--- src/rtl/axis_sync_fifo_pkg.sv ---
// axis_sync_fifo_pkg: shared AXI-Stream constants, beat type and helpers
package axis_sync_fifo_pkg;
  localparam int AXIS_TDATA_WIDTH_DEF = 32;
  typedef struct packed {
    logic [AXIS_TDATA_WIDTH_DEF-1:0] tdata;
    logic                            tvalid;
    logic                            tready;
  } axis_beat_t;
  function automatic int clog2(input int v);
    int r = 0;
    while ((1 << r) < v) r++;
    return r;
  endfunction
endpackage

--- src/rtl/axis_sync_fifo_if.sv ---
// axis_sync_fifo_if: AXI-Stream handshake bundle
// master drives tdata/tvalid and samples tready; slave is the mirror
interface axis_sync_fifo_if
  import axis_sync_fifo_pkg::*;
#(
  parameter int W = AXIS_TDATA_WIDTH_DEF
);
  logic [W-1:0] tdata;
  logic         tvalid;
  logic         tready;
  modport master (output tdata, output tvalid, input tready);
  modport slave (input tdata, input tvalid, output tready);
endinterface

--- src/rtl/axis_sync_fifo_sat_counter.sv ---
// axis_sync_fifo_sat_counter: saturating counter, clear wins over enable
// clk/rst: clock and sync active-high reset; clr_i: clear; en_i: count; cnt_o: value
module axis_sync_fifo_sat_counter #(
  parameter int W = 16
) (
  input  logic         clk,
  input  logic         rst,
  input  logic         clr_i,
  input  logic         en_i,
  output logic [W-1:0] cnt_o
);
  logic [W-1:0] cnt_q, cnt_d;
  always_comb cnt_d = clr_i ? '0 : (en_i && cnt_q != '1) ? cnt_q + W'(1) : cnt_q;
  always_ff @(posedge clk) cnt_q <= rst ? '0 : cnt_d;
  assign cnt_o = cnt_q;
endmodule

--- src/rtl/axis_sync_fifo.sv ---
// axis_sync_fifo: single-clock FWFT AXI-Stream FIFO with fill/almost-full/stall monitors
// s_axis_aclk/rst: clock, sync active-high reset; S_AXIS: input stream; M_AXIS: output stream
// fill_level: occupancy; almost_full: fill_level >= ALMOST_FULL_LEVEL
// stall_count: saturating count of refused input cycles; stall_clear: clears it
module axis_sync_fifo
  import axis_sync_fifo_pkg::*;
#(
  parameter int AXIS_TDATA_WIDTH  = AXIS_TDATA_WIDTH_DEF,
  parameter int DEPTH_LOG2        = 4,
  parameter int ALMOST_FULL_LEVEL = 12,
  parameter int STALL_CNT_WIDTH   = 16
) (
  input  logic                       s_axis_aclk,
  input  logic                       rst,
  axis_sync_fifo_if.slave            S_AXIS,
  axis_sync_fifo_if.master           M_AXIS,
  output logic [DEPTH_LOG2:0]        fill_level,
  output logic                       almost_full,
  output logic [STALL_CNT_WIDTH-1:0] stall_count,
  input  logic                       stall_clear
);
  localparam int AW = DEPTH_LOG2;
  localparam logic [AW:0] FULL = {1'b1, {AW{1'b0}}};
  localparam logic [AW:0] AF_LVL = ALMOST_FULL_LEVEL[AW:0];
  logic [AXIS_TDATA_WIDTH-1:0] mem_q [0:(1<<AW)-1];
  logic [AW-1:0] wr_ptr_q, wr_ptr_d, rd_ptr_q, rd_ptr_d;
  logic [AW:0] count_q, count_d;
  logic s_tready_q, m_tvalid_q, almost_full_q;
  logic [AXIS_TDATA_WIDTH-1:0] m_tdata_q, m_tdata_d;
  logic push, pop;
  assign push = S_AXIS.tvalid & s_tready_q;
  assign pop  = m_tvalid_q & M_AXIS.tready;
  // The next head is the word being written this cycle when the FIFO would
  // otherwise be empty after the pop; this gives 1-cycle latency and no bubble.
  always_comb begin
    count_d   = count_q + {{AW{1'b0}}, push} - {{AW{1'b0}}, pop};
    wr_ptr_d  = wr_ptr_q + {{(AW-1){1'b0}}, push};
    rd_ptr_d  = rd_ptr_q + {{(AW-1){1'b0}}, pop};
    m_tdata_d = (push && count_q == {{AW{1'b0}}, pop}) ? S_AXIS.tdata : mem_q[rd_ptr_d];
  end
  always_ff @(posedge s_axis_aclk) begin
    if (rst) begin
      count_q       <= '0;
      wr_ptr_q      <= '0;
      rd_ptr_q      <= '0;
      s_tready_q    <= 1'b0;
      m_tvalid_q    <= 1'b0;
      m_tdata_q     <= '0;
      almost_full_q <= 1'b0;
    end else begin
      count_q       <= count_d;
      wr_ptr_q      <= wr_ptr_d;
      rd_ptr_q      <= rd_ptr_d;
      s_tready_q    <= count_d != FULL;
      m_tvalid_q    <= count_d != '0;
      m_tdata_q     <= m_tdata_d;
      almost_full_q <= count_d >= AF_LVL;
    end
  end
  always_ff @(posedge s_axis_aclk) if (push) mem_q[wr_ptr_q] <= S_AXIS.tdata;
  axis_sync_fifo_sat_counter #(.W(STALL_CNT_WIDTH)) u_stall (
    .clk   (s_axis_aclk),
    .rst   (rst),
    .clr_i (stall_clear),
    .en_i  (S_AXIS.tvalid & ~s_tready_q),
    .cnt_o (stall_count)
  );
  assign S_AXIS.tready = s_tready_q;
  assign M_AXIS.tvalid = m_tvalid_q;
  assign M_AXIS.tdata  = m_tdata_q;
  assign fill_level    = count_q;
  assign almost_full   = almost_full_q;
endmodule

--- src/flat_wrapper.sv ---
// flat-port wrapper written by rule: the top's interface ports become plain ports
module axis_sync_fifo_flat import axis_sync_fifo_pkg::*;
#(
  parameter int AXIS_TDATA_WIDTH  = AXIS_TDATA_WIDTH_DEF,
  parameter int DEPTH_LOG2        = 4,
  parameter int ALMOST_FULL_LEVEL = 12,
  parameter int STALL_CNT_WIDTH   = 16
)
  (s_axis_aclk, rst, fill_level, almost_full, stall_count, stall_clear, S_AXIS_tdata, S_AXIS_tvalid, S_AXIS_tready, M_AXIS_tdata, M_AXIS_tvalid, M_AXIS_tready);
  axis_sync_fifo_if #(.W((32))) S_AXIS_i ();
  axis_sync_fifo_if #(.W((32))) M_AXIS_i ();
  input  logic s_axis_aclk;
  input  logic rst;
  output logic [DEPTH_LOG2:0] fill_level;
  output logic almost_full;
  output logic [STALL_CNT_WIDTH-1:0] stall_count;
  input  logic stall_clear;
  input wire logic [$bits(S_AXIS_i.tdata)-1:0] S_AXIS_tdata;
  input wire logic [$bits(S_AXIS_i.tvalid)-1:0] S_AXIS_tvalid;
  output wire logic [$bits(S_AXIS_i.tready)-1:0] S_AXIS_tready;
  output wire logic [$bits(M_AXIS_i.tdata)-1:0] M_AXIS_tdata;
  output wire logic [$bits(M_AXIS_i.tvalid)-1:0] M_AXIS_tvalid;
  input wire logic [$bits(M_AXIS_i.tready)-1:0] M_AXIS_tready;
  assign S_AXIS_i.tdata = S_AXIS_tdata;
  assign S_AXIS_i.tvalid = S_AXIS_tvalid;
  assign S_AXIS_tready = S_AXIS_i.tready;
  assign M_AXIS_tdata = M_AXIS_i.tdata;
  assign M_AXIS_tvalid = M_AXIS_i.tvalid;
  assign M_AXIS_i.tready = M_AXIS_tready;
  axis_sync_fifo #(.AXIS_TDATA_WIDTH(AXIS_TDATA_WIDTH), .DEPTH_LOG2(DEPTH_LOG2), .ALMOST_FULL_LEVEL(ALMOST_FULL_LEVEL), .STALL_CNT_WIDTH(STALL_CNT_WIDTH)) u_core (.s_axis_aclk(s_axis_aclk), .rst(rst), .S_AXIS(S_AXIS_i), .M_AXIS(M_AXIS_i), .fill_level(fill_level), .almost_full(almost_full), .stall_count(stall_count), .stall_clear(stall_clear));
endmodule
--- config.mk ---
export PLATFORM = sky130hd
export DESIGN_NAME = axis_sync_fifo_flat
export DESIGN_NICKNAME = d
export VERILOG_FILES = /design/src/rtl/axis_sync_fifo_pkg.sv /design/src/rtl/axis_sync_fifo_if.sv /design/src/rtl/axis_sync_fifo_sat_counter.sv /design/src/rtl/axis_sync_fifo.sv /design/src/flat_wrapper.sv
export SDC_FILE = /design/constraint.sdc
export NUM_CORES = 1
export LEC_CHECK = 0
export ABC_AREA = 1
export CORE_MARGIN = 2
export CORE_UTILIZATION = 55
export CTS_CLUSTER_DIAMETER = 80
export DETAILED_ROUTE_END_ITERATION = 10
export PLACE_DENSITY = 0.85
export SYNTH_ARGS = -nofsm -noshare
export SYNTH_HDL_FRONTEND = slang
export SYNTH_SLANG_ARGS = --single-unit
--- constraint.sdc ---
create_clock -name s_axis_aclk -period 2.7 [get_ports s_axis_aclk]
set_clock_uncertainty 0.15 [all_clocks]
set_input_delay 0.27 -clock s_axis_aclk [delete_from_list [all_inputs] [get_ports s_axis_aclk]]
set_output_delay 0.27 -clock s_axis_aclk [all_outputs]
set_load 0.01 [all_outputs]
* After elaboration in Yosys (flattened, before gate mapping)
Memories as Yosys holds them, arrays and structs flattened.
Index checks and enable logic that the tools add are counted.
** Storage, ports and cells
- Memories kept :: 1
- Logic and storage cells :: 29
- Bits in registers :: 64
- Output and inout bits :: 56
- Memory bits (writable) :: 512
** Cells by class
- $lt $le $gt $ge :: 1
- $add $sub $neg :: 5
- Equality and inequality tests :: 3
- Bitwise gates (word level) :: 4
- Mux-type cells :: 3
- Reduce and logical (&&, ||, !) cells :: 4
** Memory list
- u_core.mem_q :: words 16, bits a word 32, read ports 1, clocked after Yosys merged registers in 0, write ports 1, RTL line axis_sync_fifo.sv:25 : logic [AXIS_TDATA_WIDTH-1:0] mem_q [0:(1<<AW)-1];
** Operators by type and width (count)
- $mux W32 :: 1
- $add A16 B1 Y16 const B :: 1
- $ne A16 B16 Y1 const B :: 1
- $add A4 B1 Y4 :: 2
- $add A5 B1 Y5 :: 1
- $eq A5 B1 Y1 :: 1
- $ge A5 B4 Y1 const B :: 1
- $ne A5 B5 Y1 const B :: 1
- $reduce_bool A5 Y1 :: 1
- $sub A5 B1 Y5 :: 1
- $and A1 B1 Y1 :: 3
- $logic_and A1 B1 Y1 :: 2
- $mux W1 :: 2
- $reduce_or A2 Y1 :: 1
- $not A1 Y1 :: 1

* Depth between registers and ports, before layout
- Depth after elaboration :: 4
- Gate-level depth with buffers :: 15
- Gate-level depth less buffers :: 13

* Modules after synthesis
Synthesis repeated with hierarchy kept, for this count alone.
** Unflattened totals
- Cells, all modules :: 2368
- Area, all modules :: 24873.9 um^2
** By module, submodules not included
- axis_sync_fifo :: sequential area each 16335.7 um^2, instances 1, area each 23869.1 um^2, cells each 2212
- axis_sync_fifo_sat_counter :: sequential area each 320.3 um^2, instances 1, area each 1004.7 um^2, cells each 156

* Worst setup path before layout
OpenSTA, ideal clock, no wires.
- Path kind :: flip-flop to flip-flop
- From :: register u_core.s_tready_q, in the netlist u_core.S_AXIS.tready
- To :: memory u_core.mem_q[12][0] in the netlist's numbering, enable pin
- Slack :: 75 ps
- Path buffers :: 0
- Cell stages (with the launch flop) :: 5
- Library setup time :: 421 ps
- Arrival :: 2054 ps
- Path through :: dfxtp_1 -> nand2_1 -> inv_2 -> nand3_1 -> nor2_1
** Between the ends
- Longest elaborated chain between the ends :: 3
** Ends and longest elaborated chain
- start: declaration :: RTL line axis_sync_fifo.sv:28 : logic s_tready_q, m_tvalid_q, almost_full_q;
- start signal: assignment :: RTL line axis_sync_fifo.sv:46 : s_tready_q <= 1'b0;
- start signal: assignment :: RTL line axis_sync_fifo.sv:54 : s_tready_q <= count_d != FULL;
- $and A1 B1 Y1 :: RTL line axis_sync_fifo.sv:31 : assign push = S_AXIS.tvalid & s_tready_q;
- $mux W1 :: RTL line axis_sync_fifo.sv:60 : always_ff @(posedge s_axis_aclk) if (push) mem_q[wr_ptr_q] <= S_AXIS.tdata;
- $mux W1 (implied by the code) :: RTL line axis_sync_fifo.sv:60
- end: declaration :: RTL line axis_sync_fifo.sv:25
No other way between the ends.

* Worst setup path after layout
- From :: register u_core.m_tvalid_q, in the netlist u_core.M_AXIS.tvalid
- To :: register u_core.m_tdata_q[1], in the netlist u_core.M_AXIS.tdata[1]
** Between the ends
- Longest elaborated chain between the ends :: 4
- Elaborated cells between the ends (all ways) :: 6
- Classes of those cells :: add/sub: 1; eq/ne: 1; mux: 1; bitwise: 1; reduce/logical: 1; memory: 1
** Ends and longest elaborated chain
- start: declaration :: RTL line axis_sync_fifo.sv:28
- start signal: assignment :: RTL line axis_sync_fifo.sv:47 : m_tvalid_q <= 1'b0;
- start signal: assignment :: RTL line axis_sync_fifo.sv:55 : m_tvalid_q <= count_d != '0;
- $and A1 B1 Y1 :: RTL line axis_sync_fifo.sv:32 : assign pop = m_tvalid_q & M_AXIS.tready;
- $add A4 B1 Y4 :: RTL line axis_sync_fifo.sv:38 : rd_ptr_d = rd_ptr_q + {{(AW-1){1'b0}}, pop};
- via u_core.rd_ptr_d[1] :: RTL line axis_sync_fifo.sv:26 : logic [AW-1:0] wr_ptr_q, wr_ptr_d, rd_ptr_q, rd_ptr_d;
- $mem_v2 Z16 W32
- $mux W32 :: RTL line axis_sync_fifo.sv:39 : m_tdata_d = (push && count_q == {{AW{1'b0}}, pop}) ? S_AXIS.tdata : mem_q[rd_ptr_d];
- end signal: assignment :: RTL line axis_sync_fifo.sv:56 : m_tdata_q <= m_tdata_d;
- end: declaration :: RTL line axis_sync_fifo.sv:29 : logic [AXIS_TDATA_WIDTH-1:0] m_tdata_q, m_tdata_d;
The timed path passes the listed nets, and every way through them passes these cells.
A chain may end at the register's enable or synchronous reset.

==> impl_metrics.csv <==
group,metric,value,unit
run_status,status,"completed",
setup_path,r2r_cells,14,
job,drv_cap,0,
setup_path,crit_path_start_kind,"register",
finish,nets,2260,
min_path,whs_path_depth,4,
setup_path,crit_path_end_kind,"register",
global_route,gr-usage-all-layers,26.19,%
sta,setup_violations,0,
clock_tree,cts_tree,"yes",
floorplanning,die_h,210.6,µm
yosys,yosys.area_share.simple,22.28,%
placed_design,gp_congestion,0.8222,
setup_path,crit_required,3.05,ns
sta,whs,0.1768,ns
clock_tree,clk_latency,0.63,ns
min_path,min-delay-start,"stall_clear",
route,wl_per_cell,20.89,µm
yosys,synthAdderAreaFrac,0.6712,%
yosys,synth-compound-area-share,1.348,%
yosys,ys_ff_latch,576,
finish,diodes,0,
yosys,synthDistinctLibCells,31,
sta,timing.final.hold_violations,0,
global_route,grt_max_degree,76,
setup_path,path_max_fanout,59,
yosys,synth_nets,2164,
floorplanning,io_pins,93,
min_path,hold_end,"u_core.u_stall.cnt_o[10]$_SDFFE_PP0P_",
clock_tree,clk_path_buf_depth,3,
placed_design,dp_hpwl,30670,µm
route,drtIter0Drc,2254,
min_path,hold_path.class,"in2reg",
finish,area_growth,16.75,%
sta,finalCritPeriodShare,85.08,%
sta,timing.setup.tns,0,ns
sta,drv_slew,0,
global_route,grt_first_pass_wirelength,88390,µm
yosys,synth-seq-area-share,70.92,%
global_route,overflow,0,
floorplanning,fp-row-count,75,
floorplanning,initial_core_util,55.87,%
power_and_ir_drop,irDropWorstVdd,0.8015,mV
route,vias,16650,
setup_path,cp.arrival,2.65,ns
yosys,syn_inst,2115,
setup_path,path_class,"reg2reg",
route,wirelength,58420,µm
route,viasPerCell,5.954,
clock_tree,cts_buffers,55,
finish,drive_above_1_share,8.064,%
sta,slew_headroom,55.13,%
finish,post-route-util,65.23,%
global_route,antenna_found_initial,1,
sta,fmax,435.3,MHz
yosys,syn_area,0.02349,mm²
clock_tree,cts_max_level,2,
sta,grt_setup_unrepaired,"no",
floorplanning,die-area,0.04437,mm²
route,firstDrtPassIters,9,
yosys,synth_top_family_by_area,"simple AND/OR/NAND/NOR gates",
sta,tightest_slew,0.6731,ns
clock_tree,cts_hold_buffers,0,
global_route,grt_pass1_vias,16350,
yosys,synth.avg_cell_area,11.10,µm²
power_and_ir_drop,leakagePower,10.28,nW
setup_path,timing.rr.start,"u_core.M_AXIS.tvalid$_SDFF_PP0_",
setup_path,r2r_slack,0.40,ns
power_and_ir_drop,cellPowerDensity,952.2,mW/mm²
clock_tree,post_cts_buffers,0,
yosys,synth_xor_area_share,0.4422,%
floorplanning,die_x,210.6,µm
sta,fin_crit,2.297,ns
floorplanning,core_area,0.04204,mm²
route,ant_nets,0,
setup_path,r2r_end,"u_core.M_AXIS.tdata[1]$_SDFF_PP0_",
route,remaining_drc_errors,0,
clock_tree,clock-sinks,576,
clock_tree,cts.root.buffer_cell,"clkbuf_16",
clock_tree,path_clk_slew,0.06,ns
placed_design,port_buffers,92,
yosys,yosysWarningCount,0,
yosys,muxShareOfSynthArea,0,%
clock_tree,ctsResizeCount,0,
## synthesized netlist by cell type
cell | number | area [µm²]
nand4_1 | 2 | 12.51
o21ai_0 | 40 | 200.2
dfxtp_1 | 64 | 1281
nand3_2 | 2 | 20.02
o21ai_2 | 1 | 8.760
buf_6 | 1 | 11.26
nand2_2 | 1 | 6.260
xnor2_2 | 1 | 16.27
nor3_1 | 1 | 5.000
fa_1 | 1 | 20.02
nor2_2 | 2 | 12.51
clkbuf_1 | 22 | 82.58
a21boi_2 | 1 | 11.26
and2_1 | 1 | 6.260
buf_4 | 32 | 240.2
a31oi_1 | 1 | 6.260
buf_1 | 1 | 3.750
nand4_2 | 1 | 12.51
inv_2 | 4 | 15.01
nand3_1 | 427 | 2137
xnor2_1 | 7 | 61.31
xor2_1 | 3 | 26.28
nand2_1 | 753 | 2826
buf_2 | 61 | 305.3
nor3b_1 | 1 | 7.510
ha_1 | 11 | 137.6
nor2_1 | 50 | 187.7
edfxtp_1 | 512 | 15370
a21oi_1 | 11 | 55.05
inv_1 | 96 | 360.4
a21oi_2 | 4 | 35.03
## through the flow
step | total power (W) | setup WS (ns) | instances | area [µm²]
2_1_floorplan | 0.01569 | 0.07493 | 2115 | 23490
3_3_place_gp | 0.01787 | 0.1268 | 2693 | 25570
3_5_place_dp | 0.01824 | 0.08180 | 2693 | 25570
4_1_cts | 0.02612 | 0.4036 | 2796 | 27420
5_1_grt | 0.02730 | 0.2459 | 2796 | 27420
6_report | 0.02611 | 0.4029 | 2796 | 27420
## per-layer routing
| metal | part of all wire (%) | global-route usage, % | vias up |
|---|---|---|---|
| met1 | 36 | 33.56 | 7896 |
| li1 | - | - | 7420 |
| met5 | 0.022 | 0 | - |
| met4 | 4.2 | 12.77 | 2 |
| met3 | 11 | 4.936 | 213 |
| met2 | 49 | 43.30 | 1116 |
## power by group
part / internal (W) / leakage (nW) / switching, W
clock network: 0.00456 / 0.896 / 0.00327
logic: 0.00284 / 4.24 / 0.00501
registers: 0.0102 / 5.14 / 0.000224
total: 0.0176 / 10.3 / 0.00851
## flip-flops by register name (all words and copies together) (netlist names)
name / count
u_core.rd_ptr_q: 4
u_core.almost_full: 1
u_core.M_AXIS.tdata: 32
u_core.wr_ptr_q: 4
u_core.fill_level: 5
u_core.M_AXIS.tvalid: 1
u_core.mem_q: 512
u_core.S_AXIS.tready: 1
u_core.u_stall.cnt_o: 16
## cells by family (layout without fill, tap and decap cells)
group                      count (synthesis)  in the layout
AOI/OAI and AO/OA                         58             58
xor gates and xnor gates                  11             11
adders and majority gates                 12             12
buffers and inverters                    217            359
and+or+nand+nor                         1241           1241
DFF                                      576            576
## placed cells by master, fill, tap and decap left out, drive strengths merged
cell,count
a21boi,1
a21oi,15
a31oi,1
and2,1
buf,64
bufinv,8
clkbuf,69
clkdlybuf4s50,92
clkinv,23
clkinvlp,2
dfxtp,64
edfxtp,512
fa,1
ha,11
inv,101
nand2,754
nand3,429
nand4,3
nor2,52
nor3,1
nor3b,1
o21ai,41
xnor2,8
xor2,3
## critical path, cell delays in order, from the launching register on
cell     delay, ns
dfxtp_1       0.31
nand2_1       0.06
inv_1         0.05
buf_4         0.15
ha_4          0.17
ha_4          0.27
inv_4         0.11
buf_12        0.31
nand3_1       0.15
nand3_1       0.12
nand2_1       0.08
nand2_1       0.07
nand3_1       0.07
nand2_1       0.06
inv_1         0.03
## worst max-delay path by stage
| stage | startpoint | endpoint | depth (start not counted) |
|---|---|---|---|
| finish | u_core.M_AXIS.tvalid$_SDFF_PP0_ | u_core.M_AXIS.tdata[1]$_SDFF_PP0_ | 14 |
| global route | u_core.M_AXIS.tvalid$_SDFF_PP0_ | u_core.almost_full$_SDFF_PP0_ | 11 |
| CTS | u_core.M_AXIS.tvalid$_SDFF_PP0_ | u_core.M_AXIS.tdata[0]$_SDFF_PP0_ | 14 |
| detailed placement | M_AXIS_tready | u_core.almost_full$_SDFF_PP0_ | 12 |
| global placement | M_AXIS_tready | u_core.almost_full$_SDFF_PP0_ | 12 |
| floorplan | u_core.S_AXIS.tready$_SDFF_PP0_ | u_core.mem_q[12][0]$_DFFE_PP_ | 4 |
## area by class of cell
cell class / count / area [µm²]
Timing Repair Buffer: 156 / 1877
Sequential cell: 576 / 16660
Clock inverter: 34 / 410.4
Tap cell: 539 / 674.4
Clock buffer: 69 / 1439
Fill cell: 2865 / 14620
Inverter: 100 / 382.9
Multi-Input combinational cell: 1322 / 5982
Power figures use the tool's default switching activity.
